===== config.mk =====
export PLATFORM = sky130hd
export DESIGN_NAME = pipe_ctrl
export DESIGN_NICKNAME = d
export VERILOG_FILES = /design/src/rtl/pipe_ctrl_pkg.sv /design/src/rtl/pipe_ctrl_irq_fsm.sv /design/src/rtl/pipe_ctrl.sv
export SDC_FILE = /design/constraint.sdc
export NUM_CORES = 1
export LEC_CHECK = 0
export ABC_CLOCK_PERIOD_IN_PS = 1680
export BUFFER_PORTS_ARGS = -buffer_cell sky130_fd_sc_hd__buf_2
export CELL_PAD_IN_SITES_DETAIL_PLACEMENT = 1
export CELL_PAD_IN_SITES_GLOBAL_PLACEMENT = 1
export CORE_MARGIN = 2
export CORE_UTILIZATION = 27
export CTS_BUF_LIST = sky130_fd_sc_hd__clkbuf_16
export DETAILED_ROUTE_END_ITERATION = 6
export HOLD_SLACK_MARGIN = 0.03
export PLACE_DENSITY_LB_ADDON = 0.1
export SYNTH_ARGS = -nofsm -noshare
export SYNTH_HDL_FRONTEND = slang
export SYNTH_SLANG_ARGS = --single-unit

===== constraint.sdc =====
create_clock -name i_Clk -period 1.68 [get_ports i_Clk]
set_input_delay 0.084 -clock i_Clk [delete_from_list [all_inputs] [get_ports i_Clk]]
set_output_delay 0.084 -clock i_Clk [all_outputs]
set_load 0.03 [all_outputs]

===== src/rtl/pipe_ctrl_pkg.sv =====
// Shared constants and encodings for the pipeline sequencing controller.
package pipe_ctrl_pkg;

   localparam int unsigned InstAddrBus = 32;
   typedef logic [InstAddrBus-1:0] inst_addr_t;

   localparam logic ResetEnable = 1'b1;
   localparam logic JumpEnable  = 1'b1;
   localparam logic Hold_PC     = 1'b1;

   localparam logic [1:0] IrqIdle = 2'd0;
   localparam logic [1:0] IrqPend = 2'd1;
   localparam logic [1:0] IrqDone = 2'd2;

   localparam logic [31:0] StallCntMax = 32'hFFFF_FFFF;

endpackage


===== src/rtl/pipe_ctrl_irq_fsm.sv =====
// Interrupt-entry handshake: enable latch, request state machine, epc capture and take decode.
module pipe_ctrl_irq_fsm
   import pipe_ctrl_pkg::*;
#(
   parameter logic IRQ_EN_RESET = 1'b0
) (
   input  logic       i_Clk,
   input  logic       i_reset,
   input  logic       irq_en_set_i,
   input  logic       irq_en_clr_i,
   input  logic       irq_req_i,
   input  logic       id_valid_i,
   input  inst_addr_t id_pc_i,
   input  logic       pipe_busy_i,
   output logic       take_o,
   output inst_addr_t irq_epc_o
);

   logic [1:0] state_q, state_d;
   logic       irq_en_q, irq_en_d;
   inst_addr_t epc_q;

   // Take needs a real instruction in id so epc names a resumable address.
   assign take_o = (i_reset != ResetEnable) && irq_en_q && irq_req_i && !pipe_busy_i &&
                   id_valid_i && ((state_q == IrqIdle) || (state_q == IrqPend));

   always_comb begin
      irq_en_d = irq_en_q;
      if (irq_en_set_i) irq_en_d = 1'b1;
      if (irq_en_clr_i) irq_en_d = 1'b0;
      if (take_o)       irq_en_d = 1'b0;
   end

   always_comb begin
      state_d = state_q;
      case (state_q)
         IrqIdle: begin
            if (take_o)         state_d = IrqDone;
            else if (irq_req_i) state_d = IrqPend;
         end
         IrqPend: begin
            if (take_o)          state_d = IrqDone;
            else if (!irq_req_i) state_d = IrqIdle;
         end
         IrqDone: begin
            if (!irq_req_i) state_d = IrqIdle;
         end
         default: state_d = IrqIdle;
      endcase
   end

   always_ff @(posedge i_Clk) begin
      if (i_reset == ResetEnable) begin
         state_q  <= IrqIdle;
         irq_en_q <= IRQ_EN_RESET;
         epc_q    <= '0;
      end else begin
         state_q  <= state_d;
         irq_en_q <= irq_en_d;
         if (take_o) epc_q <= id_pc_i;
      end
   end

   assign irq_epc_o = epc_q;

endmodule


===== src/rtl/pipe_ctrl.sv =====
// Pipeline sequencing controller: merges redirects, interrupts and holds into pc and
// pipeline-register commands, and counts held cycles.
module pipe_ctrl
   import pipe_ctrl_pkg::*;
#(
   parameter logic IRQ_EN_RESET = 1'b0
) (
   input  logic        i_Clk,
   input  logic        i_reset,
   input  logic        i_ex_jump_flag,
   input  logic [31:0] i_ex_jump_addr,
   input  logic        i_ex_hold_req,
   input  logic        i_bus_hold_req,
   input  logic        i_id_valid,
   input  logic [31:0] i_id_pc,
   input  logic        i_irq_en_set,
   input  logic        i_irq_en_clr,
   input  logic        i_irq_req,
   input  logic [31:0] i_irq_vector,
   output logic        o_irq_ack,
   output logic [31:0] o_irq_epc,
   output logic        o_hold_flag,
   output logic        o_jump_flag,
   output logic [31:0] o_jump_addr,
   output logic        o_flush_if_id,
   output logic        o_flush_id_ex,
   output logic        o_stall_if_id,
   output logic        o_stall_id_ex,
   output logic [31:0] o_stall_cnt
);

   logic        irq_take;
   logic        pipe_busy;
   logic [31:0] stall_cnt_q;

   assign pipe_busy = i_ex_jump_flag | i_ex_hold_req | i_bus_hold_req;

   pipe_ctrl_irq_fsm #(
      .IRQ_EN_RESET (IRQ_EN_RESET)
   ) u_irq_fsm (
      .i_Clk        (i_Clk),
      .i_reset      (i_reset),
      .irq_en_set_i (i_irq_en_set),
      .irq_en_clr_i (i_irq_en_clr),
      .irq_req_i    (i_irq_req),
      .id_valid_i   (i_id_valid),
      .id_pc_i      (i_id_pc),
      .pipe_busy_i  (pipe_busy),
      .take_o       (irq_take),
      .irq_epc_o    (o_irq_epc)
   );

   always_comb begin
      o_hold_flag   = 1'b0;
      o_jump_flag   = 1'b0;
      o_jump_addr   = '0;
      o_irq_ack     = 1'b0;
      o_flush_if_id = 1'b0;
      o_flush_id_ex = 1'b0;
      o_stall_if_id = 1'b0;
      o_stall_id_ex = 1'b0;
      if (i_reset != ResetEnable) begin
         // pc sees the raw hold even on a redirect; the jump dominates it there.
         o_hold_flag = (i_ex_hold_req | i_bus_hold_req) ? Hold_PC : 1'b0;
         if (i_ex_jump_flag) begin
            o_jump_flag   = JumpEnable;
            o_jump_addr   = i_ex_jump_addr;
            o_flush_if_id = 1'b1;
            o_flush_id_ex = 1'b1;
         end else if (irq_take) begin
            o_jump_flag   = JumpEnable;
            o_jump_addr   = i_irq_vector;
            o_irq_ack     = 1'b1;
            o_flush_if_id = 1'b1;
            o_flush_id_ex = 1'b1;
         end else if (i_ex_hold_req) begin
            o_stall_if_id = 1'b1;
            o_stall_id_ex = 1'b1;
         end else if (i_bus_hold_req) begin
            o_flush_if_id = 1'b1;
         end
      end
   end

   always_ff @(posedge i_Clk) begin
      if (i_reset == ResetEnable) begin
         stall_cnt_q <= '0;
      end else if (o_hold_flag && (stall_cnt_q != StallCntMax)) begin
         stall_cnt_q <= stall_cnt_q + 32'd1;
      end
   end

   assign o_stall_cnt = stall_cnt_q;

endmodule


==> impl_summary.md, run 1 <==
Run status
The flow ran to the end, but the final reports show violations. The checks that failed: negative setup slack.

Clocking
TritonCTS built the clock tree. Counting along the longest clock path gives a buffer depth of 2. The clock-pin transition on the worst setup and hold timing paths is 0.05 ns. The worst-skew pair later-pin latency is between 0.3 and 0.4 ns. The number of buffers added by the clock tree synthesis step is 9.

The cell chosen for the clock root is sky130_fd_sc_hd__clkbuf_16. Clock tree synthesis found a total of 67 sinks. The clock tree synthesis step divided the H-tree into 3 levels.

Timing
The number of endpoints failing setup at the final stage is just under 80. The final max-slew violation count is 0. The normalized max-slew margin is roughly 69%.

In the final timing run, aggregate negative setup slack is -11.90 ns. The highest clock rate is 503.1 MHz. Setup repair after global routing could not meet its margin everywhere.

For the final database, setup skew stands at about 0.0062 ns. Final hold analysis gives a worst-case slack of 0.08958 ns. For the pin with the worst max-slew slack, the measured transition is 0.4585 ns. The number of endpoints with negative hold slack in the final report came to 0. The minimum period implied by the final worst setup slack is 1.988 ns. The final period utilization is 118.3%.

The final worst-path setup slack is -0.3076 ns.

Worst setup path
The count of cells along the worst register-to-register path is 10. For the worst setup path, the data required time is 1.60 ns. The startpoint type of the worst setup path is a flop. The critical path is of the reg -> out type. The worst path arrival time is 1.90 ns. Along the worst path, the maximum fanout reaches 6. STA classifies the critical path endpoint as an output pin.

Synthesis
The synthesized-area fraction occupied by adder cells is 0.3648%. Synthesis produced a netlist with a net count of 509. Synthesis instantiated between 40 and 50 different standard cells from the library. In this run, synthesis inferred 0 flip-flops with an integrated enable. The mean instance size in the synthesized netlist is 8.510 µm². The simple logic cell fraction of the synthesized area is 28.49%. By area, the combinational part of the netlist is dominated by simple AND/OR/NAND/NOR gates.

The async set or reset register ratio after synthesis is 0%. The proportion of synthesized area in mux cells is about 2.8%. The top cell type by area accounts for 39.11% of the synthesized area. Sorting the synthesized cells by area gives the leading types as sky130_fd_sc_hd__dfxtp_1 (39%), sky130_fd_sc_hd__a22o_1 (8.2%), sky130_fd_sc_hd__nand2b_1 (6.9%), sky130_fd_sc_hd__o21ai_0 (5.4%), sky130_fd_sc_hd__nand2_1 (4.5%). The synthesized netlist devotes 20.39% of its cell area to compound gates.

The register bit count reported by yosys is between 60 and 70. The part of the Yosys area used for sequential elements is 39.11%. During synthesis, Yosys emitted a total of 0 warnings. sky130_fd_sc_hd__dfxtp_1 takes more of the synthesized area than any other cell. The commonest cells after synthesis are sky130_fd_sc_hd__dfxtp_1 (67), sky130_fd_sc_hd__nand2_1 (41), sky130_fd_sc_hd__nand2b_1 (38).

The most repeated cell in the gate-level netlist after synthesis is sky130_fd_sc_hd__dfxtp_1. In this run the cell area of the synthesized design comes to ~3400 µm². Synthesis produced a netlist whose cell count is 403. The most used flip-flop cell after synthesis is sky130_fd_sc_hd__dfxtp_1. The xor and xnor fraction of the mapped netlist area is under 10%.

Finish
The number of inserted diodes is 0. Summing all non-filler instances in the final layout gives an area of 7183 µm². The share of post-route cells with drive strength above 1 is 66.12%. The area growth from synthesis to layout is 109.4%. The final layout contains 840 nets.

Power
The total leakage power is 0.003419 µW. The clock network is responsible for about 45% of the overall power. The worst-case IR drop observed on VDD is 607.2 µV.

The power per cell area is 559.6 nW/µm². The final total power is 4020 µW. The internal power component is 2969 µW. Net switching is 26.15% of the power. The sequential share of power is 39.6%. The analysis attributes to net switching a power of 1051 µW. Combinational logic burns 15.5% of the power.

GRT
The total global routing track utilization is approximately 22%. For this run the aggregate overflow at the end of global routing stands at 0. The number of antenna violations at the first check in global routing was 0. The pin count of the biggest net entering global routing is 50.

The wire length of the first global-routing pass is 23320 µm. The number of global-route vias before repair is 4574.

Placed design
The routability congestion estimate is about 0.84. OpenSTA, run right after detailed placement, puts the worst setup slack at -0.1084 ns. After legalization and detailed placement, the total HPWL measured 10160 µm.

Input and output buffers added on the ports amount to 207. The cell area after placement is around 5300 µm².

Route
The final layout contains routed wiring with a total length of between 15000 and 20000 µm. The total vias in the final route is between 4k and 5k. The post-detailed-route count of antenna-violating nets is 0.

In the routed design, unresolved DRC markers number 0. The detail-routed net length per standard cell is around 18 µm. The number of violations reported at the end of detailed-routing iteration 0 is approximately 130. The first detailed-routing pass took 4 iterations. The routed via count divided by cell count is 4.798.

Die
The number of I/O pins is 208. The core box area is 12520 µm². The die covers 13620 µm². For this configuration, the core starts out at a cell density of around 27%. The die width is 116.7 µm. In this run the vertical extent of the chip is 116.7 µm. The number of rows in the core area is 41.

Min path
The worst hold path depth is 3. The worst hold path belongs to the class in -> reg.

Run
Max-cap violations in this run came to 0.
-- flip-flops by register name, indices dropped and copies added (netlist names) --
register / cells
o_stall_cnt: 32
u_irq_fsm.irq_epc_o: 32
u_irq_fsm.state_q: 2
u_irq_fsm.irq_en_q: 1
-- kinds of logic after synthesis --
logic type | after synthesis
DFF | 67
and+or+nand+nor | 177
buffers and inverters | 36
xor gates and xnor gates | 16
AOI/OAI and AO/OA | 97
muxes | 9
adders and majority gates | 1
-- worst paths after layout --
path                           from                       to  slack, ns
max              u_irq_fsm.irq_en_q           o_jump_addr[8]      -0.31
max reg2reg      u_irq_fsm.irq_en_q  u_irq_fsm.irq_epc_o[28]      -0.13
min                    i_irq_en_set       u_irq_fsm.irq_en_q       0.09
min reg2reg  u_irq_fsm.irq_epc_o[4]   u_irq_fsm.irq_epc_o[4]       0.46
-- power by group through the flow --
stage / combinational, µW / clock, µW / sequential [µW]
after floorplan: 197 / 0 / 1650
after global placement: 438 / 0 / 1630
after detailed placement: 448 / 0 / 1630
after CTS: 577 / 1850 / 1590
after global routing: 659 / 1920 / 1590
final: 625 / 1800 / 1590
-- routing by layer --
metal	GRT usage (%)	vias up	part of all wire (%)
met5	0	-	0
met4	5.490	0	1.5
met3	7.940	27	5.6
met2	39.54	116	55
met1	24.84	2115	38
li1	-	2108	-
-- placed cells by master, fill, tap and decap left out, types with 8 or more instances in the layout --
| cell type | Yosys | final |
|---|---|---|
| sky130_fd_sc_hd__buf_2 | 10 | 171 |
| sky130_fd_sc_hd__buf_6 | 0 | 67 |
| sky130_fd_sc_hd__buf_4 | 4 | 67 |
| sky130_fd_sc_hd__nand2b_1 | 38 | 38 |
| sky130_fd_sc_hd__dfxtp_1 | 67 | 35 |
| sky130_fd_sc_hd__dlygate4sd3_1 | 0 | 34 |
| sky130_fd_sc_hd__a22o_1 | 32 | 27 |
| sky130_fd_sc_hd__nor2_1 | 28 | 27 |
| sky130_fd_sc_hd__o21ai_2 | 0 | 23 |
| sky130_fd_sc_hd__nand2_4 | 0 | 19 |
| sky130_fd_sc_hd__dfxtp_4 | 0 | 16 |
| sky130_fd_sc_hd__dfxtp_2 | 0 | 16 |
| sky130_fd_sc_hd__nand2_2 | 0 | 14 |
| sky130_fd_sc_hd__o21ai_1 | 1 | 12 |
| sky130_fd_sc_hd__clkbuf_16 | 0 | 10 |
| sky130_fd_sc_hd__nand4_1 | 9 | 9 |
| sky130_fd_sc_hd__xor2_1 | 9 | 9 |
| sky130_fd_sc_hd__nand2_1 | 41 | 8 |
-- timing repair --
item / CTS / global route
pin swaps: 62 / 55
endpoints found under the hold margin: 34 / 0
gates resized for setup: 183 / 113
endpoints found under the setup margin: 87 / 94
cloned: 7 / 1
hold buffers: 34 / 0
buffers inserted: 16 / 15
-- cell type report --
class	count	area (µm²)
Inverter	3	11.26
Clock inverter	5	27.53
Timing Repair Buffer	353	2731
Sequential cell	67	1421
Tap cell	172	215.2
Multi-Input combinational cell	300	2526
Clock buffer	10	250.2
Fill cell	1446	5334
-- worst max-delay path: stages (launching register included) --
cell and delay, ns:
sky130_fd_sc_hd__dfxtp_2 0.34, sky130_fd_sc_hd__nand2_1 0.05, sky130_fd_sc_hd__or4_4 0.45, sky130_fd_sc_hd__nor2_4 0.16, sky130_fd_sc_hd__buf_6 0.13, sky130_fd_sc_hd__buf_6 0.12
sky130_fd_sc_hd__a22o_1 0.18, sky130_fd_sc_hd__buf_6 0.15
-- through the flow --
step / std cells / util, %
after floorplan: 403 / -
after global placement: 827 / 42.31
after detailed placement: 827 / 42.31
after CTS: 899 / 53.30
after global routing: 910 / 57.39
final: 910 / 57.39
(Power assumes the default switching activity.)
==> inputs of run 2 (changes only) <==
--- a/config.mk
+++ b/config.mk
@@ -9,11 +9,9 @@
 export BUFFER_PORTS_ARGS = -buffer_cell sky130_fd_sc_hd__buf_2
 export CELL_PAD_IN_SITES_DETAIL_PLACEMENT = 1
 export CELL_PAD_IN_SITES_GLOBAL_PLACEMENT = 1
-export CORE_MARGIN = 2
 export CORE_UTILIZATION = 27
 export CTS_BUF_LIST = sky130_fd_sc_hd__clkbuf_16
 export DETAILED_ROUTE_END_ITERATION = 6
-export HOLD_SLACK_MARGIN = 0.03
 export PLACE_DENSITY_LB_ADDON = 0.1
 export SYNTH_ARGS = -nofsm -noshare
 export SYNTH_HDL_FRONTEND = slang
==> impl_summary.md, run 2 (synthesis gave the netlist of run 1 again) <==
Clocking
The cell chosen for the clock root is sky130_fd_sc_hd__clkbuf_16. The number of clock buffers added by TritonCTS is 9. The maximum count of clock buffers along a single path is 2. In this run the number of H-tree levels came out at 3. Counting every sink on the clock net gives 67. The clock-pin transition on the worst setup and hold timing paths is roughly 0.060 ns. The worst-skew pair later-pin latency is 0.35 ns. TritonCTS built the clock tree.

Timing
The final max-slew violation count is 0. Setup repair after global routing could not meet its margin everywhere. The number of endpoints with negative hold slack in the final report is 0.

The clock skew after layout is about 0.0053 ns. The minimum period implied by the final worst setup slack is 1.974 ns. The final hold slack is 0.2066 ns. For the pin with the worst max-slew slack, the measured transition is 0.5246 ns. Setup violations remaining at the end of the flow were counted as 71. The final period utilization is 117.5%. The final worst-path setup slack is -0.2940 ns.

The normalized max-slew margin is 65.02%. Derived from the worst setup path, the maximum achievable clock frequency is roughly 500 MHz.

GRT
The pin count of the biggest net entering global routing is 54. The number of antenna violations at the first check in global routing is 0. The first global-routing pass estimated 24120 µm of wire. Across every metal layer, demand over resource in global routing totals approximately a quarter.

Summed over all layers, the global routing overflow is 0. The number of global-route vias before repair is 4685.

Placed design
The total placed cells including tap cells is about 800. At the end of routability-driven placement, the weighted congestion stood at 0.8014. The count of input and output buffers is about 210. The worst slack at placement is -0.1456 ns. In this run the cell area measured after placement is 5249 µm².

The estimated wirelength of the detail-placed design is around 10000 µm.

Finish
The area growth from synthesis to layout is 107.7%. The finished cells cover around 7100 µm². After the last flow step, the layout net total stands at 834. The number of inserted diodes is 0. In the layout the commonest cells are sky130_fd_sc_hd__buf_2 (171), sky130_fd_sc_hd__buf_4 (71), sky130_fd_sc_hd__buf_6 (54). The number of cells in the finished layout apart from fillers is 901.

The library cell used most frequently in the layout, excluding fill and tap cells, is sky130_fd_sc_hd__buf_2. Of the cells placed in the final design, the portion with a size suffix greater than 1 is 64.94%.

Die
Measured along the y axis, the die boundary spans 114.7 µm. For this configuration, the core starts out at a cell density of 28.08%. The number of I/O pins is approximately 210. From left edge to right edge, the die measures between 100 and 150 µm.

The overall die area is 13160 µm². The floorplan has 40 rows. The core region is around 12000 µm².

Power
The power per cell area is approximately 580 nW/µm². The final total power is a little over 4000 µW. In this run the static leakage power is roughly 0.0033 µW. The largest voltage drop on the vdd net is about 550 µV.

Route
The met3 wire length is a little over 1000 µm. The wire length the detailed router placed on met1 is 5994 µm. The detail-routed net length per standard cell is 19.05 µm.

Wire segments on met2 add up to 9730 µm in the final route. Routed signal wires occupy layers up through met4. After detailed routing, the number of vias per cell comes to 4.921. The wire length after detailed routing is 17170 µm. The total vias in the final route is 4434.

In this run the remaining antenna-violating nets after routing total 0. The number of detailed-route iterations in the first pass is 5. The first routing iteration left 143 violations.

For this run, design rule violations remaining after detail routing come to 0.

Run status
The flow ran to the end, but the final reports show violations. The checks that failed: negative setup slack.

Worst setup path
The maximum net fanout on the critical path is 10. The critical path required time is between 1.5 and 2 ns. The worst path arrival time is 1.89 ns. The critical path start-end classification is reg -> out. STA classifies the critical path startpoint as a flop. The worst setup path is captured at an output pin.

Run
Across the run, the number of max-cap violations was 0.

Min path
The worst min-delay path class is in -> reg.
==> run 2: cell types whose count changed in the layout (fill, tap and decap cells not counted), moves of 3 or more <==
cell	before	now
sky130_fd_sc_hd__buf_6	67	54
sky130_fd_sc_hd__o21ai_0	3	8
sky130_fd_sc_hd__buf_4	67	71
sky130_fd_sc_hd__nand2_4	19	14
sky130_fd_sc_hd__nand2_1	8	11
sky130_fd_sc_hd__o21ai_1	12	7
==> run 2: routing by layer <==
metal  track usage (%)  vias to the layer above
met2             46.67                      151
met1             24.59                     2164
met4             7.100                        0
met5                 0                        -
li1                  -                     2094
met3             7.253                       25
==> run 2: where the power goes <==
part | switching (µW) | total, µW | internal, µW | leakage [µW]
Combinational | 305 | 615 | 310 | 0.00264
Clock | 780 | 1920 | 1140 | 0.000143
Sequential | 11.9 | 1590 | 1580 | 0.000561
Total | 1100 | 4130 | 3040 | 0.00335
==> run 2: per-stage QoR <==
stage | setup TNS [ns] | utilization [%]
after floorplan | -0.6876 | -
after detailed placement | -1.455 | 42.98
after global routing | -18.63 | 58.33
after global placement | -0.5488 | 42.98
final | -12.40 | 58.33
after CTS | -11.72 | 53.33
==> run 2: final timing paths <==
check,from,end,slack (ns),cells past startpoint
max,u_irq_fsm.irq_en_q,o_jump_addr[15],-0.29,7
min,i_reset,u_irq_fsm.state_q[0],0.21,4
max reg2reg,u_irq_fsm.irq_en_q,u_irq_fsm.irq_epc_o[30],-0.17,10
min reg2reg,u_irq_fsm.irq_epc_o[9],u_irq_fsm.irq_epc_o[9],0.48,2
==> run 2: what timing repair did <==
| action | CTS | global route |
|---|---|---|
| resized for setup | 110 | 153 |
| pin swaps | 29 | 80 |
| gates cloned | 5 | 1 |
| hold buffers | 35 | 0 |
| buffers inserted | 12 | 20 |
| setup endpoints to repair | 79 | 93 |
| hold endpoints to repair | 34 | 0 |
==> run 2: worst max-delay path, stage by stage, from the launching register on <==
cell and delay, ns:
sky130_fd_sc_hd__dfxtp_2 0.33, sky130_fd_sc_hd__nand2_2 0.04, sky130_fd_sc_hd__or4_4 0.44, sky130_fd_sc_hd__nor2_4 0.16, sky130_fd_sc_hd__buf_12 0.14, sky130_fd_sc_hd__buf_12 0.12
sky130_fd_sc_hd__a22o_1 0.16, sky130_fd_sc_hd__buf_6 0.14
==> run 2: cell type report <==
type | instances | area, µm²
sequential | 67 | 1419
tap | 168 | 210.2
timing repair buffer | 347 | 2678
fill | 1419 | 5089
clock inverter | 7 | 68.82
inverter | 3 | 11.26
multi-input combinational | 300 | 2511
clock buffer | 9 | 225.2
==> inputs of run 3 (changes only) <==
--- a/config.mk
+++ b/config.mk
@@ -9,6 +9,7 @@
 export BUFFER_PORTS_ARGS = -buffer_cell sky130_fd_sc_hd__buf_2
 export CELL_PAD_IN_SITES_DETAIL_PLACEMENT = 1
 export CELL_PAD_IN_SITES_GLOBAL_PLACEMENT = 1
+export CORE_MARGIN = 2
 export CORE_UTILIZATION = 27
 export CTS_BUF_LIST = sky130_fd_sc_hd__clkbuf_16
 export DETAILED_ROUTE_END_ITERATION = 6
==> impl_summary.md, run 3 (synthesis gave the netlist of run 1 again) <==
Worst setup path
The count of cells along the worst register-to-register path is 10. The worst setup path is launched from a flop. Data on the critical path is required at its endpoint by roughly 1.6 ns. The timing startpoint of the critical path is u_irq_fsm.irq_en_q. For the worst setup path, the data arrival time is 1.91 ns. STA classifies the critical path endpoint as an output pin.

The end point of the critical path is o_jump_addr[8]. The critical path in this run is classified as reg -> out. In this run the worst path has a maximum fanout of 6. The critical register-to-register path endpoint is u_irq_fsm.irq_epc_o[2].

The startpoint identified for the worst register-to-register timing path is u_irq_fsm.irq_en_q. The register-to-register setup slack is -0.15 ns.

Clocking
The clock-pin transition on the worst setup and hold timing paths is 0.05 ns. The CTS tree is yes. The number of buffers added by the clock tree synthesis step is 9. The cell chosen for the clock root is sky130_fd_sc_hd__clkbuf_16. For this design, the sink count on the clock tree is 67.

The depth of the CTS H-tree is 3. The clock passes through at most 2 buffers. The worst-skew pair later-pin latency is 0.34 ns.

GRT
For this run the aggregate overflow at the end of global routing stands at 0. The total global routing track utilization is 22.15%. Entering global routing, the biggest net connects 50 pins. The wire length of the first global-routing pass is around 23000 µm.

The number of global-route vias before repair came to 4586. The number of antenna violations at the first check in global routing was 0.

Timing
Dividing the final minimum period by the clock period gives 118.5%. The clock arrives with 0.004829 ns of skew. The minimum period implied by the final worst setup slack is 1.990 ns.

The transition time of the tightest slew-check pin is 0.4650 ns. The final hold slack is roughly 0.031 ns. Setup repair after global routing could not meet its margin everywhere.

In this run the tightest slew margin relative to its limit is a little under 70%. The number of endpoints with negative hold slack in the final report is 0. Setup slack on the critical path of the routed design comes to -0.3101 ns. Based on the critical path, the design can be clocked at up to 502.5 MHz.

Setup violations remaining at the end of the flow were counted as 66. The final max-slew violation count is 0.

Route
The number of DRC violations after detailed routing is 0. The number of violations reported at the end of detailed-routing iteration 0 is 136. Across all layers, the routed design uses 4339 vias. The detail-routed net length per standard cell is 17.66 µm. The first TritonRoute pass finished after 4 iterations. The post-detailed-route count of antenna-violating nets is 0. The wire length after detailed routing is between 15000 and 20000 µm. After detailed routing, the number of vias per cell comes to 4.773.

Run status
The run finished, with violations left. The checks that failed: negative setup slack.

Power
The final total power is 4000 µW. VDD sags by at most 624.2 µV. The analysis attributes to cell leakage a power of 0.003297 µW. Power spread over the standard cell area amounts to 567.6 nW/µm².

Placed design
The wire-length estimate of the detail-placed layout is 10160 µm. During placement, the flow inserted port buffers numbering 207. Routability-driven placement finished with a final weighted congestion of 0.8424.

Finish
The area growth from synthesis to layout is 105.5%. After filler insertion, the fill cell instance count of the layout stands at 1465. The area of the multi-input gates is 2402 µm². Of the cells placed in the final design, the portion with a size suffix greater than 1 is 62.82%. The top cell types in the final layout, fill and taps aside, are sky130_fd_sc_hd__buf_2 (171), sky130_fd_sc_hd__buf_6 (68), sky130_fd_sc_hd__buf_4 (68).

The total area of sequential cells is 1421 µm². In the final design database the tool counted 839 nets. Leaving out fill and tap cells, the most frequent cell in the layout is sky130_fd_sc_hd__buf_2. The number of inserted diodes is 0.

Die
The die is 116.7 µm tall. The floorplan step defined a die boundary enclosing 13620 µm². The floorplan step defined a core boundary enclosing approximately 13000 µm².

The initial utilization of the core area, before any placement, comes to 27.40%. The floorplan has 41 rows. The number of I/O pins is approximately 210. The die is 116.7 µm wide.

Run
Max-cap violations in this run came to 0.

Min path
The worst hold path begins at i_irq_req. The worst min-delay path class is in -> reg.
## run 3: changes by cell type in the layout (fill, tap and decap cells not counted), sizes merged
cell,change
buf,+7
clkinvlp,-1
clkbuf,+1
dlygate4sd3,-2
bufinv,-1
## run 3: repair_timing
| item | in CTS | in global routing |
|---|---|---|
| hold buffers | 33 | 0 |
| hold endpoints to repair | 33 | 0 |
| cloned | 7 | 2 |
| setup buffers | 16 | 11 |
| pin swaps | 62 | 41 |
| setup endpoints to repair | 87 | 94 |
| resized for setup | 183 | 68 |
## run 3: worst max-delay path: stages, from the launching register on
cell and delay, ns:
sky130_fd_sc_hd__dfxtp_2 0.34, sky130_fd_sc_hd__nand2_1 0.05, sky130_fd_sc_hd__or4_4 0.44, sky130_fd_sc_hd__nor2_4 0.15, sky130_fd_sc_hd__buf_6 0.12, sky130_fd_sc_hd__buf_6 0.12
sky130_fd_sc_hd__a22o_1 0.18, sky130_fd_sc_hd__buf_6 0.15
## run 3: layer usage
layer  GRT usage, %  up-vias  wire length (µm)
li1               -     2101                 -
met1          24.72     2084              6082
met2          39.77      125              8711
met3          8.199       29               995
met4          5.725        0               260
met5              0        -                 0
## run 3: worst min path at each step
stage | to | depth (start not counted)
floorplan | u_irq_fsm.irq_en_q | 1
global placement | u_irq_fsm.irq_en_q | 2
detailed placement | u_irq_fsm.irq_en_q | 2
CTS | u_irq_fsm.state_q[1] | 2
global route | u_irq_fsm.state_q[1] | 2
finish | u_irq_fsm.state_q[1] | 2
## run 3: where the power goes
group / total (µW) / switching [µW] / leakage [µW] / internal [µW]
logic: 613 / 297 / 0.00259 / 316
registers: 1590 / 11.2 / 0.000561 / 1580
clock network: 1790 / 725 / 0.000141 / 1070
total: 4000 / 1030 / 0.00330 / 2970
## run 3: area by class of cell
cell class	count	share of cell area, %
Inverter	3	0.1598
Clock buffer	10	3.551
Multi-Input combinational cell	300	34.08
Sequential cell	67	20.17
Timing Repair Buffer	352	38.59
Tap cell	172	3.053
Clock inverter	5	0.3906
## run 3: stage by stage
stage,area [µm²],std cells,setup WS (ns),utilization (%),setup TNS (ns)
2_1_floorplan,3602,403,-0.1268,-,-0.6876
3_3_place_gp,5296,827,-0.07449,42.31,-1.405
3_5_place_dp,5296,827,-0.1084,42.31,-2.859
4_1_cts,6661,898,-0.2927,53.22,-11.31
5_1_grt,7048,909,-0.3816,56.31,-19.21
6_report,7048,909,-0.3101,56.31,-11.61
